File: src/rtl/shift_unit_pipelined.sv
// shift_unit_pipelined
//   Pipelined WIDTH-bit shifter/rotator (LSL, LSR, ASR, ROR) with carry-out and
//   zero flags. One register stage per shift-amount bit; stage k applies a shift
//   of 2^k when its amount bit is set. A valid/ready handshake lets the consumer
//   stall the whole pipe.
//
// Ports
//   CLK          in   rising-edge clock
//   RESET_N      in   asynchronous active-low reset
//   IN_VALID     in   OPERAND/SHIFT_AMOUNT/OPCODE valid
//   IN_READY     out  unit can accept an input this cycle
//   OPERAND      in   [WIDTH]   data to shift
//   SHIFT_AMOUNT in   [SHAMT_W] shift distance 0..WIDTH-1
//   OPCODE       in   [2]  00=LSL 01=LSR 10=ASR 11=ROR
//   OUT_VALID    out  RESULT/flags valid
//   OUT_READY    in   consumer accepts output this cycle
//   RESULT       out  [WIDTH] shifted/rotated value
//   CARRY_OUT    out  last bit shifted out (ROR: result MSB), 0 for amount 0
//   ZERO         out  RESULT == 0 (ungated; qualify with OUT_VALID)

module shift_unit_pipelined #(
    parameter  int WIDTH   = 8,
    localparam int SHAMT_W = $clog2(WIDTH)
) (
    input  logic               CLK,
    input  logic               RESET_N,
    input  logic               IN_VALID,
    output logic               IN_READY,
    input  logic [WIDTH-1:0]   OPERAND,
    input  logic [SHAMT_W-1:0] SHIFT_AMOUNT,
    input  logic [1:0]         OPCODE,
    output logic               OUT_VALID,
    input  logic               OUT_READY,
    output logic [WIDTH-1:0]   RESULT,
    output logic               CARRY_OUT,
    output logic               ZERO
);

    localparam logic [1:0] OP_LSL = 2'b00;
    localparam logic [1:0] OP_LSR = 2'b01;
    localparam logic [1:0] OP_ASR = 2'b10;

    if ((WIDTH < 4) || ((WIDTH & (WIDTH - 1)) != 0)) begin : g_width_check
        $error("shift_unit_pipelined: WIDTH must be a power of two and at least 4");
    end

    // Whole pipe moves together; it only freezes when a result is waiting
    // and the consumer is not taking it.
    logic advance;

    for (genvar k = 0; k < SHAMT_W; k++) begin : g_stage
        localparam int N = 1 << k;

        logic [WIDTH-1:0]   d_in;
        logic [WIDTH-1:0]   d_sh;
        logic [SHAMT_W-1:0] a_in;
        logic [1:0]         o_in;
        logic               s_in;
        logic               c_in;
        logic               v_in;
        logic               c_sh;

        logic [WIDTH-1:0]   data_q;
        logic [SHAMT_W-1:0] amt_q;
        logic [1:0]         opc_q;
        logic               sign_q;
        logic               carry_q;
        logic               valid_q;

        if (k == 0) begin : g_src
            // Sign is captured once at entry so ASR fills stay correct after
            // earlier stages have already moved the MSB.
            assign d_in = OPERAND;
            assign a_in = SHIFT_AMOUNT;
            assign o_in = OPCODE;
            assign s_in = OPERAND[WIDTH-1];
            assign c_in = 1'b0;
            assign v_in = IN_VALID;
        end else begin : g_src
            assign d_in = g_stage[k-1].data_q;
            assign a_in = g_stage[k-1].amt_q;
            assign o_in = g_stage[k-1].opc_q;
            assign s_in = g_stage[k-1].sign_q;
            assign c_in = g_stage[k-1].carry_q;
            assign v_in = g_stage[k-1].valid_q;
        end

        // Carry is the last bit moved out; for ROR that bit lands in the MSB.
        always_comb begin
            d_sh = d_in;
            c_sh = 1'b0;
            case (o_in)
                OP_LSL: begin
                    d_sh = d_in << N;
                    c_sh = d_in[WIDTH-N];
                end
                OP_LSR: begin
                    d_sh = d_in >> N;
                    c_sh = d_in[N-1];
                end
                OP_ASR: begin
                    d_sh = (d_in >> N) | ({WIDTH{s_in}} << (WIDTH - N));
                    c_sh = d_in[N-1];
                end
                default: begin
                    d_sh = (d_in >> N) | (d_in << (WIDTH - N));
                    c_sh = d_in[N-1];
                end
            endcase
        end

        always_ff @(posedge CLK or negedge RESET_N) begin
            if (!RESET_N) begin
                data_q  <= '0;
                amt_q   <= '0;
                opc_q   <= '0;
                sign_q  <= 1'b0;
                carry_q <= 1'b0;
                valid_q <= 1'b0;
            end else if (advance) begin
                data_q  <= a_in[k] ? d_sh : d_in;
                carry_q <= a_in[k] ? c_sh : c_in;
                amt_q   <= a_in;
                opc_q   <= o_in;
                sign_q  <= s_in;
                valid_q <= v_in;
            end
        end
    end

    assign OUT_VALID = g_stage[SHAMT_W-1].valid_q;
    assign RESULT    = g_stage[SHAMT_W-1].data_q;
    assign CARRY_OUT = g_stage[SHAMT_W-1].carry_q;
    assign ZERO      = ~|RESULT;

    assign advance  = !OUT_VALID || OUT_READY;
    assign IN_READY = advance;

    // Control fields of the last stage have no consumer; synthesis drops them.
    logic unused_tail;
    assign unused_tail = ^{g_stage[SHAMT_W-1].amt_q, g_stage[SHAMT_W-1].opc_q,
                           g_stage[SHAMT_W-1].sign_q};

endmodule

File: config.mk
export PLATFORM = sky130hd
export DESIGN_NAME = shift_unit_pipelined
export DESIGN_NICKNAME = d
export VERILOG_FILES = /design/src/rtl/shift_unit_pipelined.sv
export SDC_FILE = /design/constraint.sdc
export NUM_CORES = 1
export LEC_CHECK = 0
export CAP_MARGIN = 10
export CORE_UTILIZATION = 54
export CTS_CLUSTER_SIZE = 10
export DETAILED_ROUTE_END_ITERATION = 10
export PLACE_DENSITY = 0.83
export SLEW_MARGIN = 40
export SYNTH_ARGS = -nofsm -noshare
export SYNTH_HDL_FRONTEND = slang
export SYNTH_SLANG_ARGS = --single-unit
File: constraint.sdc
create_clock -name CLK -period 1.8 [get_ports CLK]
set_clock_uncertainty 0.1 [all_clocks]
set_input_delay 0.36 -clock CLK [delete_from_list [all_inputs] [get_ports CLK]]
set_output_delay 0.36 -clock CLK [all_outputs]
set_load 0.01 [all_outputs]
Word-level counts from Yosys, hierarchy flattened
Index checks and enable logic that the tools add are counted.
{ "totals": {"in_bits": 17, "latchBits": 0, "ramBits": 0, "rom_bits": 0, "word_cells": 46, "register_bits": 42, "mem_count": 0} }
{ "classes": {"shift": 0, "bitwise_logic": 6, "n_lt_le_gt_ge": 0, "add_sub_neg": 0, "div_mod_pow": 0, "mul": 0, "muxes": 12, "reduce_logical": 7, "n_eq_ne": 6} }
{ "ops": {"columns": ["cell", "count"], "rows": [
  ["case mux 8 bit (3 select lines)", 3],
  ["2-to-1 mux 8 bit", 3],
  ["OR 4 x 8 -> 8 bit", 2],
  ["OR 6 x 8 -> 8 bit", 2],
  ["OR 7 x 8 -> 8 bit", 2],
  ["OR reduction 8 bit", 1],
  ["== test 2 x 1 -> 1 bit, second input constant", 3],
  ["== test 2 bit, second input constant", 3],
  ["zero test 2 bit", 3],
  ["2-to-1 mux 1 bit", 6],
  ["zero test 1 bit", 2],
  ["logical OR 1 bit", 1]
]} }

Longest topological paths before layout
Gate-level depths: netlist of run 1.
{ "depth": {"depth_word": 3, "depth_mapped": 6, "mapped_depth_nobuf": 4} }

Least setup slack after synthesis of run 1
No wires, ideal clock.
{ "synth_timing": {"path_kind": "register to output", "from": "register g_stage[2].data_q[5] (netlist: RESULT[5])", "to": "output ZERO", "slack_ns": 0.235, "required_ns": 1.340, "arrival_ns": 1.105, "stages_incl_launch_ff": 3, "path_cell_list": "dfrtp_1 > or4_1 > nor2_1"} }
{ "synth_via": {"elab_chain_cells": 2} }
{ "synth_rtl": {"columns": ["element", "line", "text"], "rows": [
  ["start: declaration", "63", "logic [WIDTH-1:0] data_q;"],
  ["start signal: assignment", "121", "data_q <= a_in[k] ? d_sh : d_in;"],
  ["OR reduction 8 bit", "134", "assign ZERO = ~|RESULT;"],
  ["zero test 1 bit", "134", null],
  ["end: declaration", "36", "output logic ZERO"]
]} }
No other way between the ends.

Final worst setup path of run 1
{ "layout_timing": {"from": "register g_stage[2].data_q[1] (netlist: RESULT[1])", "to": "output ZERO"} }
Same word-level chain as after synthesis.

==> metrics.txt, run 1 <==
status finished, violations left; Sink Count 39; Max Clk Rate ~530 MHz; Netlist cell types 33; layout cells sized above 1 between 10% and 20%; Worst R2R Path Depth 3; WP data arrival 1.41 ns; drt first pass iters 4; Register Area 976 sq um; WL/cell roughly 14 microns; hold buffers post-CTS 0; FF-to-FF setup slack 0.23 ns; setup TNS -0.0724 ns; die height ~64 microns; Worst Hold Class input port to asynchronous set/reset pin; relative slew slack between 60% and 70%; initial antenna violation count 0; gr usage total approximately a quarter; Synth Area per Inst between 9 and 10 sq um; Nets approximately 280; drt drc 0; # setup viols final 1; Routed Antenna Nets 0; main flop type after synthesis dfrtp_1; worst path required time about 1.3 ns; Final Hold Fails 5; Die ar. a little over 4000 sq um; worst vdd ir around 570 uV; post-synthesis sequential element count 39; Gate Count Post-Synth 226; post-synth top area share roughly 47%; first-pass GRT wire length 7.60 mm; Yosys warning count 0; clock buffer count from CTS 5; Post-Route WL 4.28 mm; Final WS setup -0.0724 ns; row count 22; vias per cell between 5 and 6; end of the critical path ZERO; Clock Root Buffer clkbuf_8; max cap viols 0; Place WS -0.163 ns; Placed Area ~2400 sq um; CTS tree yes; Tot Pwr roughly 0.0036 W; final period utilization 104%; PwrDens about 1400 nW/um^2; sequential-to-total area share from yosys stat a little under half; Detailed Place HPWL just over 3 mm; CTS H-tree depth 2; core footprint 3690 sq um; worst-path fanout max 2; # fillers around 320; clk buf depth 2; io pins 29; Overflow after GRT 0; via count roughly 1700; Critical Path End Type output pin; Lkg Pwr 1.17 nW; GPL Wtd Cong around 0.83; leading area contributor after synthesis dfrtp_1; area delta synth->final 21.7%; Final min period around 1.9 ns; post-route cell area about 2500 sq um; Synthesized Nets about 240; Worst Setup SP RESULT[1]; worst setup path class register to output pin; mapped cell area between 2000 and 2500 sq um; ant diodes 0; largest net degree at the start of global routing 46; DRT iter0 DRCs 90; Post-synth EDFFs 0; area of the multi-input gates 952 sq um; Slew Viols, Final 0; RSZ-0062 raised after global routing yes; top cells by count, synth nand2_1, dfrtp_1, o21ai_0; Crit Reg-Reg Endpoint g_stage[1].data_q[6]; critical path launch point type register; Die Wd between 60 and 70 microns; vias in the first global route around 1600; Hold WS -0.00303 ns; CTS clock-pin slew for the worst setup and hold paths 0.07 ns; Skew-Pair Late Insertion Delay around 0.29 ns; Worst Tran Pin Value approximately 0.47 ns; buffers added on ports 28; Crit Reg-Reg Startpoint g_stage[0].opc_q[0]; Synth area leaders dfrtp_1, nand2_1, o21ai_0; Initial Utilization 56.5%; ys async rst share 100%; failing checks hold timing, setup timing; top-count cell post-synth nand2_1
through the flow:
step           utilization, %  instances
5_1_grt                  68.7        310
3_5_place_dp             66.1        300
2_1_floorplan               -        226
3_3_place_gp             66.1        300
4_1_cts                  68.5        309
6_report                 68.7        310
cell type report:
cell class              count  area share, %
clock buffers               5           2.71
clock inverters             3          0.592
inverters                   9           1.53
multi-input cells         161           37.6
flip-flops and latches     39           38.5
well taps                  48           2.37
repair buffers             45           16.7
routing by layer:
| metal | wire length (microns) | global-route usage [%] |
|---|---|---|
| met4 | 117 | 14.7 |
| met1 | 1780 | 27.6 |
| met3 | 118 | 5.89 |
| met2 | 2270 | 42.4 |
| met5 | 0 | 0 |
cells by family (layout without fill, tap and decap cells):
kind of cell | after synthesis | count (layout) | share of synthesized area (%)
AO/OA/AOI/OAI | 81 | 81 | 26.1
multiplexers | 8 | 8 | 4.38
AND/OR/NAND/NOR | 72 | 72 | 15.1
buffers and inverters | 26 | 62 | 7.57
flip-flops | 39 | 39 | 46.8
flip-flops by register name, summed over array words and instances (netlist names):
signal / count
g_stage.data_q: 16
RESULT: 8
g_stage.opc_q: 4
g_stage.amt_q: 3
g_stage.carry_q: 2
g_stage.sign_q: 2
g_stage.valid_q: 2
CARRY_OUT: 1
OUT_VALID: 1
worst min-delay path by stage:
stage,start,endpoint,slack (ns),cells after the start
after floorplan,RESET_N,CARRY_OUT,-0.04,0
after global placement,RESET_N,RESULT[6],0.33,2
after detailed placement,RESET_N,RESULT[7],0.33,2
after CTS,RESET_N,RESULT[7],0.01,2
after global routing,RESET_N,g_stage[0].amt_q[1],0.04,2
final,RESET_N,RESULT[7],-0.003,2
critical path: stages, from the launching register on:
cell	delay, ns
dfrtp_1	0.38
or4_1	0.52
nor2_1	0.09
buf_2	0.13
repair_timing:
item,in CTS,in global routing
gates resized for setup,5,1
cloned,0,0
buffers inserted,1,1
endpoints found under the setup margin,2,1
hold endpoints to repair,0,0
power breakdown:
part | switching (W) | leakage [nW] | internal, W
registers | 0.000353 | 0.468 | 0.00122
logic | 0.000665 | 0.652 | 0.000777
clock network | 0.000293 | 0.0477 | 0.000265
placed cells by master (no fill, tap or decap):
| cell type | instances |
|---|---|
| a2bb2oi_1 | 1 |
| o21ai_1 | 9 |
| mux2_4 | 2 |
| a221oi_2 | 2 |
| inv_4 | 2 |
| dfrtp_1 | 39 |
| o21ai_0 | 33 |
| dlymetal6s2s_1 | 1 |
| nand2_1 | 49 |
| mux2i_1 | 5 |
| o31ai_1 | 1 |
| or3_1 | 1 |
| o311a_1 | 2 |
| or4_1 | 2 |
| nor2b_2 | 1 |
| clkinv_2 | 3 |
| or2_4 | 1 |
| buf_2 | 2 |
| a221oi_1 | 5 |
| nand2b_1 | 1 |
| nand3_1 | 4 |
| nor3b_1 | 1 |
| nor2_1 | 11 |
| buf_12 | 2 |
| o21a_1 | 8 |
| o22ai_1 | 4 |
| inv_1 | 7 |
| o211a_1 | 7 |
| clkbuf_8 | 5 |
| mux2_2 | 1 |
| a31oi_1 | 1 |
| buf_4 | 15 |
| dlygate4sd2_1 | 1 |
| a211oi_1 | 7 |
| clkdlybuf4s50_1 | 24 |
| nor2_8 | 1 |
| o221ai_1 | 1 |
(Power assumes the default switching activity.)
==> run 2: changes to the inputs <==
--- a/config.mk
+++ b/config.mk
@@ -9,7 +9,8 @@
 export CORE_UTILIZATION = 54
 export CTS_CLUSTER_SIZE = 10
 export DETAILED_ROUTE_END_ITERATION = 10
-export PLACE_DENSITY = 0.83
+export PLACE_DENSITY = 0.85
+export SETUP_SLACK_MARGIN = 0.5
 export SLEW_MARGIN = 40
 export SYNTH_ARGS = -nofsm -noshare
 export SYNTH_HDL_FRONTEND = slang
==> metrics.txt, run 2 (synthesized netlist as in run 1, its figures left out) <==
status finished, violations left; failing checks setup timing; Sink Count 39 (unchanged); Worst Tran Pin Value 0.478 ns (+0.0127 ns); Clock Root Buffer clkbuf_8; PwrDens 1530 nW/um^2 (+8.9%); Skew-Pair Late Insertion Delay 0.29 ns (about the same); Top reg by flops g_stage.data_q; post-route cell area 2920 sq um (+15%); Post-Route WL 5.47 mm (+28%); crit path cell chain or4_4, nor2_2, buf_2; WL/cell 16.6 microns (+20%); Slowest cell on crit path or4_4; core footprint 3690 sq um (unchanged); area delta synth->final 40.1%; DRT iter0 DRCs 90 (unchanged); worst path required time 1.34 ns (about the same); ant diodes 0 (unchanged); first-pass GRT wire length 8.42 mm (+11%); layout cells sized above 1 32.4% (+18 points); Routed Antenna Nets 0 (unchanged); die height 64.1 microns (unchanged); vias in the first global route 1832 (+11%); critical path launch point type register; largest stage delay on the critical path 0.55 ns (+0.03 ns); row count 22 (unchanged); clk buf depth 2 (unchanged); Die Wd 64.1 microns (unchanged); # setup viols final 1 (unchanged); CTS clock-pin slew for the worst setup and hold paths 0.08 ns (about the same); worst vdd ir 580 uV (+1.7%); vias per cell 5.90 (+6.3%); CTS H-tree depth 2 (unchanged); drt drc 0 (unchanged); Final WS setup -0.135 ns (-0.0622 ns); worst setup path class register to output pin; # fillers 245 (-23%); WP data arrival 1.47 ns (+0.06 ns); Detailed Place HPWL 3.14 mm (+1.1%); gr usage total 26.7% (+2.0 points); Max Clk Rate 517 MHz (-3.2%); setup TNS -0.135 ns (-0.0622 ns); RSZ-0062 raised after global routing yes; Placed Area 2440 sq um (+0.20%); clock buffer count from CTS 5 (unchanged); relative slew slack 68.1% (-0.85 points); final core utilization 79.1% (+10 points); max cap viols 0 (unchanged); GPL Wtd Cong 0.845 (+2.4%); drt first pass iters 4 (unchanged); Initial Utilization 56.5% (unchanged); Largest register FFs 16 (unchanged); Overflow after GRT 0 (unchanged); Worst path top cell family by delay simple AND/OR/NAND/NOR gates; worst-path fanout max 2 (unchanged); Die ar. 4110 sq um (unchanged); commonest non-fill, non-tap cells in the layout nand2_1, dfrtp_1, o21ai_0; Place WS -0.222 ns (-0.0590 ns); Final Hold Fails 0 (-5); Worst Hold Class input port to register; WP buf/inv 1 (unchanged); buffers added on ports 28 (unchanged); most common cell after layout, fill and taps aside nand2_1; Nets 297 (+6.8%); Lkg Pwr 1.35 nW (+16%); final period utilization 107% (+3.5 points); initial antenna violation count 0 (unchanged); largest net degree at the start of global routing 46 (unchanged); io pins 29 (unchanged); via count 1940 (+13%); Slew Viols, Final 0 (unchanged); Critical Path End Type output pin; Final min period 1.93 ns (+0.0622 ns); CTS tree yes
==> run 2: area by class of cell <==
type	instances	area, sq um	share of cell area, %
clock buffers	6	82.6	2.83
clock inverters	2	35.0	1.20
inverters	9	45.0	1.54
multi-input cells	161	1050	36.1
flip-flops and latches	39	983	33.7
well taps	48	60.1	2.06
repair buffers	64	658	22.6
==> run 2: final timing paths <==
check                               startpoint              endpoint  slack [ns]  cells past startpoint
min in group asynchronous              RESET_N             RESULT[5]        0.45                      2
max in group asynchronous              RESET_N   g_stage[0].opc_q[1]        0.68                      3
setup reg to reg           g_stage[0].opc_q[0]  g_stage[1].data_q[6]        0.46                      3
hold reg to reg             g_stage[0].valid_q    g_stage[0].valid_q        0.38                      2
setup / recovery                     RESULT[1]                  ZERO       -0.13                      3
hold / removal                      OPERAND[1]  g_stage[0].data_q[1]        0.30                      3
==> run 2: per-layer routing <==
layer  track usage [%]  vias up  wire, microns
li1                  -      916              -
met1              30.9      940           2190
met2              48.1       70           3000
met3              5.00       14            172
met4              10.8        0            112
met5                 0        -              0
==> run 2: per-stage QoR <==
step | cells | power [W] | hold slack, ns
after floorplan | 226 | 0.00242 | -0.0356
after global placement | 301 | 0.00295 | 0.236
after detailed placement | 301 | 0.00302 | 0.235
after CTS | 319 | 0.00407 | 0.364
after global routing | 329 | 0.00472 | 0.357
final | 329 | 0.00447 | 0.304
==> run 2: worst reg2reg max path, cell delays in order, from the launching register on <==
cell and delay [ns]:
dfrtp_2 0.48, mux2_4 0.32, a221oi_2 0.25, o21ai_1 0.08
==> run 2: what timing repair did <==
| item | in CTS | in global routing |
|---|---|---|
| buffers inserted | 8 | 9 |
| setup endpoints to repair | 51 | 37 |
| pin swaps | 3 | 12 |
| gates resized for setup | 94 | 22 |
| endpoints found under the hold margin | 19 | 0 |
| hold buffers | 1 | 0 |
| cloned | 1 | 1 |
==> run 2: where the power goes <==
| part | leakage [nW] | total (W) | switching [W] | internal (W) |
|---|---|---|---|---|
| sequential | 0.461 | 0.00157 | 0.000349 | 0.00123 |
| clock | 0.0612 | 0.000753 | 0.000304 | 0.000448 |
| combinational | 0.832 | 0.00215 | 0.000970 | 0.00118 |
